==> config.mk <==
export PLATFORM = sky130hd
export DESIGN_NAME = cdb_arbiter
export DESIGN_NICKNAME = d
export VERILOG_FILES = /design/src/rtl/cdb_arbiter.sv
export SDC_FILE = /design/constraint.sdc
export NUM_CORES = 1
export LEC_CHECK = 0
export BUFFER_PORTS_ARGS = -buffer_cell sky130_fd_sc_hd__buf_2
export CORE_AREA = 2 2 176 178
export DETAILED_ROUTE_END_ITERATION = 12
export DIE_AREA = 0 0 178 180
export PLACE_DENSITY_LB_ADDON = 0.15
export SETUP_SLACK_MARGIN = 0.2
export SLEW_MARGIN = 20
export SYNTH_ARGS = -nofsm -noshare
export SYNTH_HDL_FRONTEND = slang
export SYNTH_SLANG_ARGS = --single-unit
==> constraint.sdc <==
create_clock -name clock -period 3.7 [get_ports clock]
set_input_delay 0.37 -clock clock [delete_from_list [all_inputs] [get_ports clock]]
set_output_delay 0.37 -clock clock [all_outputs]
set_load 0.005 [all_outputs]
==> src/rtl/cdb_arbiter.sv <==
// Two-slot common-data-bus arbiter: picks up to two completed functional-unit results per cycle
// and broadcasts them one cycle later. Define CDB_ARB_ROUNDROBIN_EN for round-robin selection;
// otherwise selection is fixed priority from requester 0 upward.
module cdb_arbiter #(
   parameter int          NUM_REQ  = 4,
   parameter logic [7:0]  TAG_NULL = 8'hFF
) (
   input  logic                     clock,
   input  logic                     reset,
   input  logic [NUM_REQ-1:0]       fu_valid_in,
   input  logic [8*NUM_REQ-1:0]     fu_tag_in,
   input  logic [64*NUM_REQ-1:0]    fu_value_in,
   input  logic [NUM_REQ-1:0]       fu_mispredicted_in,
   input  logic                     flush_in,
   output logic [NUM_REQ-1:0]       fu_grant_out,
   output logic [7:0]               cdb1_tag_out,
   output logic [63:0]              cdb1_value_out,
   output logic                     cdb1_mispredicted_out,
   output logic [7:0]               cdb2_tag_out,
   output logic [63:0]              cdb2_value_out,
   output logic                     cdb2_mispredicted_out
);

   localparam int IW = $clog2(NUM_REQ);

   logic [NUM_REQ-1:0]  w_elig;
   logic [IW-1:0]       w_start;
   logic [IW-1:0]       w_idx;
   logic                w_first_vld;
   logic [IW-1:0]       w_first_idx;
   logic                w_second_vld;
   logic [IW-1:0]       w_second_idx;
   logic                w_gate;

   logic [7:0]          r_cdb1_tag;
   logic [63:0]         r_cdb1_value;
   logic                r_cdb1_mp;
   logic [7:0]          r_cdb2_tag;
   logic [63:0]         r_cdb2_value;
   logic                r_cdb2_mp;

   // A result carrying the null tag would be indistinguishable from an idle slot, so it is never granted.
   always_comb begin
      w_elig = '0;
      for (int i = 0; i < NUM_REQ; i++) begin
         w_elig[i] = fu_valid_in[i] && (fu_tag_in[8*i +: 8] != TAG_NULL);
      end
   end

`ifdef CDB_ARB_ROUNDROBIN_EN
   logic [IW-1:0] r_rr_ptr;

   assign w_start = r_rr_ptr;

   always_ff @(posedge clock) begin
      if (reset) begin
         r_rr_ptr <= '0;
      end else if (w_gate && w_first_vld) begin
         r_rr_ptr <= (w_second_vld ? w_second_idx : w_first_idx) + 1'b1;
      end
   end
`else
   assign w_start = '0;
`endif

   always_comb begin
      w_idx        = '0;
      w_first_vld  = 1'b0;
      w_first_idx  = '0;
      w_second_vld = 1'b0;
      w_second_idx = '0;
      for (int k = 0; k < NUM_REQ; k++) begin
         w_idx = w_start + IW'(k);
         if (w_elig[w_idx]) begin
            if (!w_first_vld) begin
               w_first_vld = 1'b1;
               w_first_idx = w_idx;
            end else if (!w_second_vld) begin
               w_second_vld = 1'b1;
               w_second_idx = w_idx;
            end
         end
      end
   end

   assign w_gate = !reset && !flush_in;

   always_comb begin
      fu_grant_out = '0;
      if (w_gate && w_first_vld)  fu_grant_out[w_first_idx]  = 1'b1;
      if (w_gate && w_second_vld) fu_grant_out[w_second_idx] = 1'b1;
   end

   always_ff @(posedge clock) begin
      if (!w_gate || !w_first_vld) begin
         r_cdb1_tag   <= TAG_NULL;
         r_cdb1_value <= '0;
         r_cdb1_mp    <= 1'b0;
      end else begin
         r_cdb1_tag   <= fu_tag_in[8*w_first_idx +: 8];
         r_cdb1_value <= fu_value_in[64*w_first_idx +: 64];
         r_cdb1_mp    <= fu_mispredicted_in[w_first_idx];
      end
      if (!w_gate || !w_second_vld) begin
         r_cdb2_tag   <= TAG_NULL;
         r_cdb2_value <= '0;
         r_cdb2_mp    <= 1'b0;
      end else begin
         r_cdb2_tag   <= fu_tag_in[8*w_second_idx +: 8];
         r_cdb2_value <= fu_value_in[64*w_second_idx +: 64];
         r_cdb2_mp    <= fu_mispredicted_in[w_second_idx];
      end
   end

   assign cdb1_tag_out          = r_cdb1_tag;
   assign cdb1_value_out        = r_cdb1_value;
   assign cdb1_mispredicted_out = r_cdb1_mp;
   assign cdb2_tag_out          = r_cdb2_tag;
   assign cdb2_value_out        = r_cdb2_value;
   assign cdb2_mispredicted_out = r_cdb2_mp;

endmodule
==> out/metrics.yaml <==
status: "completed"
wl_per_cell_microns: 20.4
port-buffer-count: 448
synth-edff-count: 0
ys_warn_count: 0
avgSynthCellArea_sq_um: 10.8
hold_buffers: 0
dp_hpwl_microns: 24300
grtUsageTotal: 0.201
cts_tree: "yes"
layout_common_cells: "buf_2 (448), mux2i_1 (203), dfxtp_1 (146)"
first_global_vias: 8398
grt.busiest_layer: "met2"
rows: 64
final_layout_size_suffix_gt1_frac: 0.515
synthArstFlopShare: 0
io_pins: 449
die_h_microns: 180
layout_min_cycle_time_ns: 3.34
viasPerCell: 5.05
post_cts_buffers: 0
grt_overflow: 0
met2_usage: 0.345
start_util: 0.288
fin_util: 0.388
path_clk_slew_ns: 0.07
relSlewSlack: 0.510
fin_nets: 1517
cts.repair.resized: 0
worst_pin_slew_ns: 0.732
wl_microns: 33300
clkPwrFrac: 0.389
syn_inst: 808
ys_ff_latch: 146
ant_nets: 0
synth_cell_types: 41
antenna_found_initial: 6
netSwitchingFraction: 0.299
grt_max_degree: 85
cts_made_buffers: 17
dieArea_sq_mm: 0.0320
final_common_cell: "buf_2"
syn-cell-area_sq_mm: 0.00870
finalSetupTns_ns: 0
grt_pass1_wl_microns: 49400
syn-num-nets: 1109
end_kind: "primary output"
synth_seq_area_share: 0.336
synth_top_flop_cell: "dfxtp_1"
cpPeakStageDelay_ns: 0.43
drv_cap: 0
finalCritPeriodShare: 0.904
fillers: 3099
p_seq_frac: 0.378
p_int_mw: 3.13
p_leak_nw: 5.51
cp.arrival_ns: 2.97
setup_viol_count_final: 0
crit_type: "input pin to primary output"
worstPathRequired_ns: 3.33
drcViolationCount: 0
dpl.cell_count: 1593
drtIter0Drc: 370
core_sq_mm: 0.0302
met1_usage: 0.231
finalHoldViolCount: 0
drv_slew: 0
critPathLaunchType: "input pin"
cts_sinks: 146
htreeDepth: 4
cts_root_buf: "clkbuf_16"
max_freq_ghz: 0.299
slowest_stage: "ha_1"
vias: 8224
fin_hold_ws_ns: 0.237
cp-startpoint: "fu_tag_in[6]"
comb_power_share: 0.233
path_cells: "buf_2 > nand4_1 > o21ai_2 > ha_1 > nand2b_1 > a21oi_1 > a21oi_1 > nand2_8 > nor2_2 > a22o_1 > buf_2"
die_x_microns: 178
timing.critical_path.to: "fu_grant_out[2]"
p_per_area_mw_per_mm2: 381
clk_path_buf_depth: 2
peakVddDrop_uv: 276
gp_congestion: 0.861
holdCritPathClass: "input pin to flip-flop"
switchingPower_mw: 1.34
rsz0062_at_grt: "no"
grt.met3_usage: 0.0624
fin_cells: 1629
first_pass_iters: 4
critPathMaxFanout: 9
area_growth_pct: 34.7
## stage by stage
step | instance area, sq um | setup WS [ns] | total power, mW
after floorplan | 8700 | 1.22 | 2.35
after global placement | 11100 | 0.498 | 2.77
after detailed placement | 11100 | 0.421 | 2.77
after CTS | 11700 | 0.425 | 4.54
after global routing | 11700 | 0.228 | 4.70
final | 11700 | 0.355 | 4.47
## worst max-delay path: cells and delay by family
family,cells,cell delay (ns)
compound gates,4,1.12
fa+ha+maj,1,0.43
buf+inv,2,0.26
simple gates,4,0.79
## flip-flops by register name, indices dropped and copies added (netlist names)
register	cells
cdb2_tag_out	8
cdb1_tag_out	8
cdb1_mispredicted_out	1
cdb1_value_out	64
cdb2_mispredicted_out	1
cdb2_value_out	64
## worst min-delay path by stage
stage	start	to	slack, ns	cells after the start
2_1_floorplan	fu_value_in[62]	cdb2_value_out[62]$_SDFF_PP0_	0.54	2
3_3_place_gp	fu_value_in[62]	cdb2_value_out[62]$_SDFF_PP0_	0.66	3
3_5_place_dp	fu_value_in[49]	cdb2_value_out[49]$_SDFF_PP0_	0.67	3
4_1_cts	fu_value_in[10]	cdb2_value_out[10]$_SDFF_PP0_	0.21	3
5_1_grt	fu_value_in[20]	cdb2_value_out[20]$_SDFF_PP0_	0.22	3
6_report	fu_value_in[10]	cdb2_value_out[10]$_SDFF_PP0_	0.24	3
## cell families after synthesis
kind of cell,share of synthesized area
AO/OA/AOI/OAI,0.269
adder cells (fa/ha/maj),0.00288
buffers and inverters,0.0698
flip-flops,0.336
multiplexers,0.234
AND/OR/NAND/NOR,0.0886
## metal layers
layer	vias to the layer above	part of all wire
met1	3888	0.40
met4	2	0.030
met2	365	0.48
met5	-	0.00039
li1	3910	-
met3	59	0.085
## cells in the mapped netlist, types with 2 or more instances
cell      count  area [sq um]
a211oi_1     18           135
a211oi_2    120          1500
a21oi_1       3          15.0
a22o_1        2          17.5
a32oi_1       8          70.1
and2b_1       6          45.0
and3_1        8          50.1
and4_1        2          17.5
buf_1         6          22.5
buf_12        7           140
buf_2        28           140
buf_4         9          67.6
buf_6        16           180
clkbuf_1     11          41.3
dfxtp_1     146          2920
ha_1          2          25.0
inv_2         2          7.51
mux2i_1     203          2030
nand2_1      36           135
nand2_2       2          12.5
nand4_1       7          43.8
nor2_1        3          11.3
nor2b_1      67           419
o21a_1        3          22.5
o21ai_0       3          15.0
o21ai_1       7          35.0
o21ai_2       3          26.3
o22ai_1      66           413
o32ai_1       2          17.5
## power groups by stage
stage / clock, mW / sequential (mW) / combinational (mW)
3_3_place_gp: 0 / 1.73 / 1.05
4_1_cts: 1.80 / 1.69 / 1.05
5_1_grt: 1.87 / 1.70 / 1.13
2_1_floorplan: 0 / 1.74 / 0.608
6_report: 1.74 / 1.69 / 1.04
3_5_place_dp: 0 / 1.73 / 1.04
## layout make-up
class                      count  area (sq um)  area share
timing repair buffer         467          2480       0.212
tap                          396           495      0.0423
clock buffer                  20           437      0.0373
inverter                       2          7.51    0.000641
sequential                   146          2920       0.249
multi-input combinational    582          5230       0.446
clock inverter                12           136      0.0116
antenna                        4          10.0    0.000854
(Power assumes the default switching activity.)
